[src/rtl/dcache_port_arb_pkg.sv]
// Shared types for the data-cache port arbiter: FSM states, captured cache
// request, and the CDB writeback packet used by the load return path.
package dcache_port_arb_pkg;

  localparam int XLEN_W         = 32;
  localparam int TAG_WIDTH      = 6;
  localparam int STARVE_MAX_DEF = 4;

  // Memory-op funct3 encodings (loads and stores share the size field)
  localparam logic [2:0] F3_B  = 3'b000;
  localparam logic [2:0] F3_H  = 3'b001;
  localparam logic [2:0] F3_W  = 3'b010;
  localparam logic [2:0] F3_BU = 3'b100;
  localparam logic [2:0] F3_HU = 3'b101;

  typedef enum logic [1:0] {
    DP_IDLE    = 2'd0,
    DP_LD_REQ  = 2'd1,
    DP_LD_WAIT = 2'd2,
    DP_ST_REQ  = 2'd3
  } dport_state_e;

  typedef struct packed {
    logic                 we;
    logic [XLEN_W-1:0]    addr;
    logic [XLEN_W-1:0]    wdata;
    logic [3:0]           wstrb;
  } dcache_req_t;

  typedef struct packed {
    logic                 valid;
    logic [TAG_WIDTH-1:0] tag;
    logic [XLEN_W-1:0]    result;
  } writeback_packet_t;

endpackage

[src/rtl/dcache_port_arb_mem_size_fmt.sv]
// Combinational size formatting: store strobe/lane replication and load
// align/extend for byte, halfword and word accesses.
module mem_size_fmt
  import dcache_port_arb_pkg::*;
#(
  parameter int XLEN = 32
) (
  input  logic [2:0]      st_funct3,
  input  logic [1:0]      st_off,
  input  logic [XLEN-1:0] st_data,
  output logic [XLEN-1:0] wdata,
  output logic [3:0]      wstrb,
  input  logic [2:0]      ld_funct3,
  input  logic [1:0]      ld_off,
  input  logic [XLEN-1:0] rdata,
  output logic [XLEN-1:0] ld_result
);

  logic [XLEN-1:0] shifted;

  // Store side: replicate the sub-word across every lane, strobe the addressed one
  always_comb begin
    wdata = st_data;
    wstrb = 4'b1111;
    case (st_funct3)
      F3_B: begin
        wdata = {(XLEN/8){st_data[7:0]}};
        wstrb = 4'b0001 << st_off;
      end
      F3_H: begin
        wdata = {(XLEN/16){st_data[15:0]}};
        wstrb = 4'b0011 << st_off;
      end
      default: begin
        wdata = st_data;
        wstrb = 4'b1111;
      end
    endcase
  end

  // Load side: bring the addressed bytes to bit 0, then extend
  always_comb begin
    shifted   = rdata >> {ld_off, 3'b000};
    ld_result = shifted;
    case (ld_funct3)
      F3_B:    ld_result = {{(XLEN-8){shifted[7]}}, shifted[7:0]};
      F3_H:    ld_result = {{(XLEN-16){shifted[15]}}, shifted[15:0]};
      F3_BU:   ld_result = {{(XLEN-8){1'b0}}, shifted[7:0]};
      F3_HU:   ld_result = {{(XLEN-16){1'b0}}, shifted[15:0]};
      default: ld_result = shifted;
    endcase
  end

endmodule

[src/rtl/dcache_port_arb.sv]
// Single data-cache port shared by load issue and committed-store drain:
// arbitrates, sequences one cache transaction at a time, returns loads on the CDB.
module dcache_port_arb
  import dcache_port_arb_pkg::*;
#(
  parameter int STARVE_MAX = STARVE_MAX_DEF,
  parameter int XLEN       = 32
) (
  input  logic                 clk,
  input  logic                 rst,
  input  logic                 flush,
  input  logic                 ld_req_valid,
  output logic                 ld_req_ready,
  input  logic [XLEN-1:0]      ld_req_addr,
  input  logic [2:0]           ld_req_funct3,
  input  logic [TAG_WIDTH-1:0] ld_req_tag,
  input  logic                 st_req_valid,
  output logic                 st_req_ready,
  input  logic [XLEN-1:0]      st_req_addr,
  input  logic [XLEN-1:0]      st_req_data,
  input  logic [2:0]           st_req_funct3,
  input  logic                 st_q_full,
  output logic                 mem_req_valid,
  input  logic                 mem_req_ready,
  output logic                 mem_req_we,
  output logic [XLEN-1:0]      mem_req_addr,
  output logic [XLEN-1:0]      mem_req_wdata,
  output logic [3:0]           mem_req_wstrb,
  input  logic                 mem_resp_valid,
  input  logic [XLEN-1:0]      mem_resp_rdata,
  output writeback_packet_t    ld_wb,
  output logic                 port_busy
);

  dport_state_e         state, state_nxt;
  dcache_req_t          req;
  logic [2:0]           starve_cnt;
  logic                 drop;
  logic                 store_win;
  logic [2:0]           ld_f3;
  logic [1:0]           ld_off;
  logic [TAG_WIDTH-1:0] ld_tag;
  logic [XLEN-1:0]      st_wdata;
  logic [3:0]           st_wstrb;
  logic [XLEN-1:0]      ld_result;

  mem_size_fmt #(.XLEN(XLEN)) u_fmt (
    .st_funct3 (st_req_funct3),
    .st_off    (st_req_addr[1:0]),
    .st_data   (st_req_data),
    .wdata     (st_wdata),
    .wstrb     (st_wstrb),
    .ld_funct3 (ld_f3),
    .ld_off    (ld_off),
    .rdata     (mem_resp_rdata),
    .ld_result (ld_result)
  );

  // FSM state register
  always_ff @(posedge clk or negedge rst) begin
    if (!rst) state <= DP_IDLE;
    else      state <= state_nxt;
  end

  // Arbitration, handshakes and next state; readies are held low while in reset
  always_comb begin
    state_nxt    = state;
    store_win    = 1'b0;
    ld_req_ready = 1'b0;
    st_req_ready = 1'b0;
    case (state)
      DP_IDLE: begin
        store_win    = st_req_valid &&
                       (!ld_req_valid || st_q_full || (starve_cnt == 3'(STARVE_MAX)));
        st_req_ready = rst && store_win;
        ld_req_ready = rst && ld_req_valid && !store_win && !flush;
        if (st_req_ready)      state_nxt = DP_ST_REQ;
        else if (ld_req_ready) state_nxt = DP_LD_REQ;
        else                   state_nxt = DP_IDLE;
      end
      DP_LD_REQ: begin
        if (flush)              state_nxt = DP_IDLE;
        else if (mem_req_ready) state_nxt = DP_LD_WAIT;
        else                    state_nxt = DP_LD_REQ;
      end
      DP_LD_WAIT: begin
        if (mem_resp_valid) state_nxt = DP_IDLE;
        else                state_nxt = DP_LD_WAIT;
      end
      DP_ST_REQ: begin
        if (mem_req_ready) state_nxt = DP_IDLE;
        else               state_nxt = DP_ST_REQ;
      end
      default: state_nxt = DP_IDLE;
    endcase
    // A flushed load must never reach the cache, even on its accept cycle
    mem_req_valid = (state == DP_ST_REQ) || ((state == DP_LD_REQ) && !flush);
  end

  // Load-over-store starvation counter, only evaluated while arbitrating
  always_ff @(posedge clk or negedge rst) begin
    if (!rst) begin
      starve_cnt <= 3'd0;
    end else if (state == DP_IDLE) begin
      if (st_req_ready || !st_req_valid)             starve_cnt <= 3'd0;
      else if (ld_req_ready && starve_cnt != 3'd7)   starve_cnt <= starve_cnt + 3'd1;
      else                                           starve_cnt <= starve_cnt;
    end else begin
      starve_cnt <= starve_cnt;
    end
  end

  // Request capture on the granting handshake
  always_ff @(posedge clk or negedge rst) begin
    if (!rst) begin
      req    <= '0;
      ld_f3  <= 3'b000;
      ld_off <= 2'b00;
      ld_tag <= '0;
    end else if (st_req_ready) begin
      req.we    <= 1'b1;
      req.addr  <= {st_req_addr[XLEN-1:2], 2'b00};
      req.wdata <= st_wdata;
      req.wstrb <= st_wstrb;
    end else if (ld_req_ready) begin
      req.we    <= 1'b0;
      req.addr  <= {ld_req_addr[XLEN-1:2], 2'b00};
      req.wdata <= '0;
      req.wstrb <= 4'b0000;
      ld_f3     <= ld_req_funct3;
      ld_off    <= ld_req_addr[1:0];
      ld_tag    <= ld_req_tag;
    end
  end

  // Drop flag and registered CDB writeback; a flushed load still consumes its response
  always_ff @(posedge clk or negedge rst) begin
    if (!rst) begin
      drop  <= 1'b0;
      ld_wb <= '0;
    end else begin
      ld_wb.valid <= 1'b0;
      if (state == DP_LD_WAIT) begin
        if (mem_resp_valid) begin
          drop <= 1'b0;
          if (!drop && !flush) begin
            ld_wb.valid  <= 1'b1;
            ld_wb.tag    <= ld_tag;
            ld_wb.result <= ld_result;
          end
        end else if (flush) begin
          drop <= 1'b1;
        end
      end else begin
        drop <= 1'b0;
      end
    end
  end

  assign mem_req_we    = req.we;
  assign mem_req_addr  = req.addr;
  assign mem_req_wdata = req.wdata;
  assign mem_req_wstrb = req.wstrb;
  assign port_busy     = (state != DP_IDLE);

endmodule
[config.mk]
export PLATFORM = sky130hd
export DESIGN_NAME = dcache_port_arb
export DESIGN_NICKNAME = d
export VERILOG_FILES = /design/src/rtl/dcache_port_arb_pkg.sv /design/src/rtl/dcache_port_arb_mem_size_fmt.sv /design/src/rtl/dcache_port_arb.sv
export SDC_FILE = /design/constraint.sdc
export NUM_CORES = 1
export LEC_CHECK = 0
export CORE_UTILIZATION = 42
export CTS_CLUSTER_SIZE = 40
export DETAILED_ROUTE_END_ITERATION = 6
export HOLD_SLACK_MARGIN = 0.15
export PLACE_DENSITY = 0.81
export SKIP_CTS_REPAIR_TIMING = 1
export SLEW_MARGIN = 5
export SYNTH_ARGS = -nofsm -noshare
export SYNTH_HDL_FRONTEND = slang
export SYNTH_SLANG_ARGS = --single-unit
[constraint.sdc]
create_clock -name clk -period 2.1 [get_ports clk]
set_input_delay 0.525 -clock clk [delete_from_list [all_inputs] [get_ports clk]]
set_output_delay 0.525 -clock clk [all_outputs]
set_load 0.02 [all_outputs]
==> results of run 1 <==
[flip-flops by register name (all words and copies together) (netlist names)]
register	cells
mem_req_addr	30
ld_tag	6
mem_req_wdata	32
ld_f3	3
state	2
mem_req_wstrb	4
ld_wb	39
starve_cnt	3
ld_off	2
drop	1
mem_req_we	1
[cells by family (layout without fill, tap and decap cells)]
| logic type | count (synthesis) | after routing |
|---|---|---|
| compound gates | 133 | 133 |
| fa+ha+maj | 3 | 3 |
| buf+inv | 52 | 350 |
| flops | 123 | 123 |
| mux | 55 | 55 |
| other cells | 1 | 2 |
| simple gates | 145 | 145 |
[area by class of cell]
cell class / count / area share [%]
tap: 176 / 2.34
inverter: 10 / 0.400
sequential: 123 / 32.8
timing repair buffer: 308 / 31.9
clock buffer: 24 / 5.34
multi-input combinational: 338 / 26.5
clock inverter: 8 / 0.693
[worst register-to-register path, delay by kind of cell, from the launching register on]
kind                       cells  cell delay [ns]
adders and majority gates      1             0.14
buffers and inverters          4             0.61
and+or+nand+nor                1             0.14
DFF                            1             0.37
AOI/OAI and AO/OA              3             0.56
[stage by stage]
step / setup TNS (ns) / utilization (%)
4_1_cts: -1.89 / 70.1
5_1_grt: -0.448 / 70.1
2_1_floorplan: 0 / -
3_3_place_gp: -32.36 / 65.9
3_5_place_dp: -38.63 / 65.9
6_report: -0.285 / 70.1
[layout by cell type (no fill, tap or decap), types with 4 or more instances in the layout]
cell type | Yosys | final
clkdlybuf4s50_1 | 0 | 251
dfrtp_1 | 123 | 123
buf_4 | 2 | 48
nand2_1 | 45 | 45
mux2i_1 | 34 | 34
and3_1 | 30 | 30
a221o_1 | 30 | 30
a22o_1 | 29 | 29
a21oi_1 | 24 | 24
nand3_1 | 18 | 18
or2_2 | 17 | 17
clkbuf_16 | 0 | 17
o2bb2ai_1 | 15 | 15
nor2_1 | 15 | 14
mux2_2 | 12 | 12
inv_1 | 9 | 9
nor2b_1 | 9 | 9
mux2_4 | 8 | 8
o311ai_0 | 7 | 7
o21ai_0 | 8 | 7
a211oi_1 | 7 | 7
clkinv_2 | 0 | 7
clkbuf_8 | 0 | 5
nand2b_1 | 4 | 4
buf_12 | 1 | 4
[power by group through the flow]
| stage | clock [W] | combinational [W] | sequential (W) |
|---|---|---|---|
| 2_1_floorplan | 0 | 0.00200 | 0.00527 |
| 3_3_place_gp | 0 | 0.00613 | 0.00416 |
| 3_5_place_dp | 0 | 0.00623 | 0.00418 |
| 4_1_cts | 0.00278 | 0.00626 | 0.00419 |
| 5_1_grt | 0.00291 | 0.00659 | 0.00431 |
| 6_report | 0.00274 | 0.00621 | 0.00419 |
[per-layer routing]
metal | routed length [microns] | up-vias | part of all wire (%)
met5 | 0 | - | 0
met4 | 621 | 0 | 3.4
met3 | 1380 | 42 | 7.5
met2 | 9110 | 236 | 50
met1 | 7230 | 2601 | 39
li1 | - | 2476 | -
[final timing paths]
kind                                from  slack [ns]  depth (start not counted)                 to
setup / recovery                state[1]       -0.16                          4       ld_req_ready
min in group clk               ld_tag[2]        0.47                          2          ld_wb[34]
setup reg to reg           starve_cnt[0]        0.15                          9  mem_req_wdata[10]
hold reg to reg                ld_tag[2]        0.47                          2          ld_wb[34]
hold / removal                       rst        0.45                          3   mem_req_addr[19]
max in group asynchronous            rst        0.37                          4   mem_req_wdata[9]
==> metrics list, run 1 <==
- Based on the critical path, the design can be clocked at up to ~440 MHz.
- Excluding fillers, the count of instances in the completed layout stands at 987.
- Share of flip-flops with an asynchronous set or reset: 100%
- Cell with the largest stage delay on the worst path: or3b_1
* Routed length per placed instance: 18.6 microns
* Number of nets in the layout: roughly 950
- Proportion of netlist area held by the largest area contributor: 52.8%
- Xor and xnor area share after synthesis: 0%
- Comb pwr share: around 47%
- After clock tree synthesis, the clock-pin slew on the worst setup and hold paths is roughly 0.050 ns.
- Result of the run: finished, violations left
- Summing all flip-flop and latch instances after layout gives approximately 0.003 sq mm.
- The cell family contributing the most delay on the critical path is simple AND/OR/NAND/NOR gates.
- Leakage power summed over all cells: 4.30 nW
* Fraction of the mapped netlist area in compound gates: 18.3%
* Sequential group share of total power: 31.9%
- The final reports fail on negative setup slack.
* Clock sink count: ~120
* Detail Route Antenna Nets: 0
* Critical path arrival: 1.74 ns
- For this run, the slowest stage of the critical path takes 0.42 ns.
* Total CTS buffers: 17
- Across the VDD grid, the largest voltage drop is 0.000695 V.
- The critical path goes through or3b_1 > nor2_2 > and2_4 > clkbuf_2.
- Worst-path fanout max: 2
- Cell internal power was estimated by the tool at about 0.0084 W.
- Number of library cell types mapped by synthesis: 46
- Least setup slack across all paths after layout: -0.161 ns
- Most repeated cell in the gate-level netlist after synthesis: dfrtp_1
- The longest clock path from root to sink contains 2 buffers.
* PwrDens: 1400 mW/mm^2
- Clock skew on the completed layout was measured at 0.00627 ns.
- Fill cells in the final layout number 986.
* Final routed wirelength across all metal layers: about 18000 microns
- Count of pins on the block boundary: 260
* Most numerous cell types in the synthesized netlist: 123 x dfrtp_1, 45 x nand2_1, 34 x mux2i_1, 30 x a221o_1, 30 x and3_1
- The H-tree was split into 4 levels.
* Met3 global-route usage: under 10%
- Overflow left after global routing: 0
* Die width: 120 microns
- The worst path in the final design needs a cycle of 2.26 ns, including I/O delays and setup.
* Buffer and inverter count on the worst path: 1
* Total track usage: 26.4%
- Port bufs: 257
- The final critical path takes up 108% of the cycle.
- Synthesis produced a netlist whose cell count is 512.
- The synthesized netlist devotes 12.8% of its cell area to simple gates.
* Layout cells sized above 1: ~16%
* RSZ-0062 raised after global routing: true
- Global routing consumed, on the met1 layer, 30.6% of the routing resources.
- Of the total synthesized cell area, the portion taken by full adders, half adders and majority gates is 0.644%.
- Global-route wire length before repair: 29100 microns
- In the routed layout, each cell is associated on average with a via count of 5.43.
* Final number of setup-violating endpoints: 2
* Clock root buffer master: clkbuf_16
- In this run switching power makes up 35.8% of total power.
- The number of antenna diodes in the final layout is 0.
- For this block, the initial DRC count from the detailed router was 367.
* Synthesized flop and latch total: 123
- Summing over every cut layer, the via total after detailed routing is 5355.
- GR Layer Usage met2: 44.6%
- By area, the combinational part of the netlist is dominated by compound AO/OA/AOI/OAI gates.
- TritonCTS built the clock tree.
- Row generation in the floorplan step produced 42 rows.
- Iteration count of the initial detailed-routing pass: 4
- The worst setup path is captured at an output port.
- The via count of the first global-routing pass came to 5753.
* Die Y: about 120 microns
* Part of the power in the clock network: 20.9%
* Antenna violations before repair: 0
- Final hold violation count: 0
- Prevailing post-synth register cell: dfrtp_1
- In this run the power spent charging and discharging nets is 0.00471 W.
- Clock Latency Late Sink: about 0.4 ns
* Core Region: 0.0134 sq mm
* Detailed-placement wirelength estimate: 14000 microns
* DRC errors left: 0
* Maximum Capacitance Violations: 0
* Startpoint-to-endpoint class of the critical path: flip-flop to output port
- The cell area that synthesis handed to floorplanning was 0.00583 sq mm.
- Relative to the synthesized area, the layout overhead comes to 61.2%.
* Sequential cell area fraction in the yosys report: 52.8%
* DIE AREA: 0.0143 sq mm
* Worst slew margin relative to its limit: 46.9%
* Worst hold slack after final layout: between 0.4 and 0.5 ns
- Number of enable flip-flop cells after synthesis: 0
* Sort of element at the start of the critical path: flip-flop
- Multiplexer fraction of the synthesized cell area: 10.7%
* Number of pins with negative max-slew slack in the final report: 0
* Maximum number of pins on one net before global-route repair: 64
- Counting tap cells, the placed design contains a total of roughly 960 instances.
- The initial utilization of the core area, before any placement, comes to 43.5%.
* Path class of the lowest-slack min-delay path: input pin to async pin
- Area of all placed cells without fillers: around 0.0094 sq mm
- Worst slack after detailed placement: -0.549 ns
* Yosys warning total: 0
* Mean cell area of the mapped netlist: between 10 and 15 sq um
- Biggest area consumer among synthesized cells: dfrtp_1
- In the final layout, the multi-input gates occupy between 0.002 and 0.0025 sq mm.
- For the pin with the worst max-slew slack, the measured transition is ~0.80 ns.
* Placed Instance Area: 0.00883 sq mm
- Final estimated routing congestion in global placement: 0.853
- Required arrival time at the worst endpoint: 1.57 ns
- Yosys attributes the largest share of cell area to dfrtp_1 53%, mux2i_1 5.8%, a221o_1 5.2%.
- Final Power: 0.0132 W
* Busiest layer in global routing: met2
Note: power is estimated with default switching activity, not from simulation.
==> run 2: changes to the inputs <==
CORE_UTILIZATION = 46   (was 42)
PLACE_DENSITY = 0.87   (was 0.81)
clock period = 2.9 ns   (was 2.1 ns; I/O delays follow)
==> metrics list, run 2 (synthesized netlist as in run 1, its figures left out) <==
- Clock transition at path regs: 0.05 ns (about the same)
* Largest Register: ld_wb (unchanged)
- The maximum VDD drop was 0.000519 V (was 0.000695 V).
- Die width: 115 microns (was 120 microns)
- Final number of setup-violating endpoints: 0 (was 2)
- The cell at the root of the clock tree is clkbuf_16 (unchanged).
- The post-route antenna net violation count was 0 (unchanged).
- Final critical delay including setup and external delays: 2.70 ns
* Antenna Diode Count: 0 (unchanged)
- The peak fanout along the critical path came to 2 (unchanged).
- The category of the worst setup path capture point is an output port (unchanged).
- Overflow left after global routing: 0 (unchanged)
* Starting Density: 47.9% (was 43.5%)
* Sort of element at the start of the critical path: input pin (was flip-flop)
* Fraction of the cycle the final worst path needs: roughly 93%
- The type of the worst min-delay path was flip-flop to flip-flop (was input pin to async pin).
- The via count of the first global-routing pass came to 5626 (was 5753).
- R2R setup slack: 0.82 ns (was 0.15 ns)
- Layout cells sized above 1: 11.8% (was 15.9%)
- Hold endpoint: ld_wb[36]
- Leakage power summed over all cells: 4.14 nW (was 4.30 nW)
- Total track usage: 29.0% (was 26.4%)
- Placed Instance Area: 0.00856 sq mm (was 0.00883 sq mm)
* DIE AREA: 0.0131 sq mm (was 0.0143 sq mm)
- Critical path arrival: 1.98 ns (was 1.74 ns)
- The number of buffers added on ports came to 257 (unchanged).
- Number of placement rows: 40 (was 42)
- Static timing analysis puts the maximum clock frequency at ~370 MHz.
- Critical R2R Launch: starve_cnt[0] (unchanged)
* Core Region: 0.0122 sq mm (was 0.0134 sq mm)
* Number of pins with negative max-slew slack in the final report: 0 (unchanged)
* CTS tree: done (unchanged)
- The startpoint identified for the worst hold timing path is ld_tag[4].
- The category of the critical setup timing path is input pin to output port (was flip-flop to output port).
- The number of primary I/O pins is 260 (unchanged).
- The HPWL after detailed placement was 13400 microns (was 14000 microns).
- Area of all placed cells without fillers: 0.00917 sq mm (was 0.00939 sq mm)
- The post-detailed-route wirelength per cell was 19.3 microns (was 18.6 microns).
- Largest buffer count on any clock path: 2 (unchanged)
* Ratio of routed vias to standard cells: 5.61 (was 5.43)
- Most common cell after layout, fill and taps aside: clkdlybuf4s50_1 (unchanged)
- Post-route clock skew: 0.00939 ns (was 0.00627 ns)
- Drt initial violations: 527 (was 367)
- Total CTS buffers: 17 (unchanged)
- Max FFs per register: 39 (unchanged)
- The worst flop-to-flop path endpoint is mem_req_wdata[31] (was mem_req_wdata[10]).
- RSZ-0062 raised after global routing: false (was true).
- Number of nets in the layout: 917 (was 949)
- Synth-to-Final Area Change: 57.3% (was 61.2%)
- Maximum number of pins on one net before global-route repair: 81 (was 64)
- The DRC violation count after routing was 0 (unchanged).
* Die Y: 115 microns (was 120 microns)
- Final hold violation count: 0 (unchanged)
- Result of the run: completed (was finished, violations left).
- Along the worst hold path, the cell count comes to 2.
- The worst slew slack as a fraction of its limit is 34.9% (was 46.9%).
- Final routed wirelength across all metal layers: 18200 microns (was 18300 microns)
- Vias: 5306 (was 5355)
- Final estimated routing congestion in global placement: 0.861 (was 0.853)
- Length in cells of the worst reg-to-reg path: 8 (was 9)
- The pin slew with the least headroom to its limit came to 0.977 ns (was 0.796 ns).
- Antenna violations before repair: 0 (unchanged)
- Maximum Capacitance Violations: 0 (unchanged)
* PwrDens: 1040 mW/mm^2 (was 1400 mW/mm^2)
- Clock sink count: 123 (unchanged)
- Iteration count of the initial detailed-routing pass: 7 (was 4)
- Commonest cells after routing, fill and taps aside: 253 x clkdlybuf4s50_1, 123 x dfrtp_1, 45 x nand2_1, 34 x mux2i_1 (was 251 x clkdlybuf4s50_1, 123 x dfrtp_1, 48 x buf_4, 45 x nand2_1, 34 x mux2i_1)
- # H-tree levels: 4 (unchanged)
- Clock Latency Late Sink: 0.40 ns (was 0.41 ns)
- The required time of the critical path is 2.17 ns (was 1.57 ns).
* Worst hold slack after final layout: 0.466 ns (was 0.445 ns)
- The first-pass GRT wire length came to 28900 microns (was 29100 microns).
-- run 2: changes by cell type in the layout (fill, tap and decap cells not counted) --
cell,delta
buf_12,-1
buf_2,-1
buf_4,-31
bufinv_16,+2
clkbuf_1,+1
clkbuf_2,-1
clkbuf_8,-2
clkdlybuf4s50_1,+2
clkinv_2,-5
clkinvlp_4,+2
o21ai_0,+1
o21ai_1,-1
-- run 2: power breakdown --
group | internal (W) | switching, W | leakage [nW]
Combinational | 0.00221 | 0.00214 | 2.32
Clock | 0.00141 | 0.000714 | 0.285
Sequential | 0.00251 | 0.000566 | 1.54
-- run 2: final cells by class --
| class | instances | area [sq um] |
|---|---|---|
| Timing Repair Buffer | 276 | 2760 |
| Clock buffer | 23 | 478 |
| Tap cell | 168 | 210 |
| Sequential cell | 123 | 3080 |
| Clock inverter | 7 | 115 |
| Inverter | 10 | 37.5 |
| Fill cell | 809 | 3000 |
| Multi-Input combinational cell | 338 | 2490 |
-- run 2: worst max-delay path, cell delays in order --
cell             delay [ns]
clkdlybuf4s50_1        0.51
nand2b_1               0.10
buf_4                  0.15
o2111ai_2              0.21
inv_2                  0.05
dlymetal6s2s_1         0.22
-- run 2: per-stage QoR --
| stage | power, W | util, % | setup TNS [ns] | worst slack (ns) | cells |
|---|---|---|---|---|---|
| final | 0.00955 | 75.4 | 0 | 0.195 | 945 |
| after detailed placement | 0.00742 | 70.4 | -0.322 | -0.164 | 915 |
| after floorplan | 0.00526 | - | 0 | 0.591 | 513 |
| after global placement | 0.00728 | 70.4 | -0.318 | -0.173 | 915 |
| after CTS | 0.00959 | 75.3 | -0.322 | -0.163 | 945 |
| after global routing | 0.0100 | 75.4 | 0 | 0.154 | 945 |
-- run 2: worst max-delay path by stage --
| stage | endpoint | slack, ns | cells after the start | startpoint |
|---|---|---|---|---|
| floorplan | ld_req_ready | 0.59 | 4 | rst |
| global placement | st_req_ready | -0.17 | 6 | ld_req_valid |
| detailed placement | ld_req_ready | -0.16 | 5 | ld_req_valid |
| CTS | ld_req_ready | -0.16 | 5 | ld_req_valid |
| global route | ld_req_ready | 0.15 | 5 | ld_req_valid |
| finish | st_req_ready | 0.20 | 6 | ld_req_valid |
-- run 2: routing by layer --
| metal | GRT usage (%) | share of wire (%) | wire, microns | up-vias |
|---|---|---|---|---|
| met3 | 8.05 | 7.6 | 1380 | 45 |
| li1 | - | - | - | 2412 |
| met5 | 0 | 0 | 0 | - |
| met2 | 49.2 | 50 | 9060 | 262 |
| met4 | 12.3 | 3.1 | 572 | 0 |
| met1 | 34.5 | 40 | 7210 | 2587 |
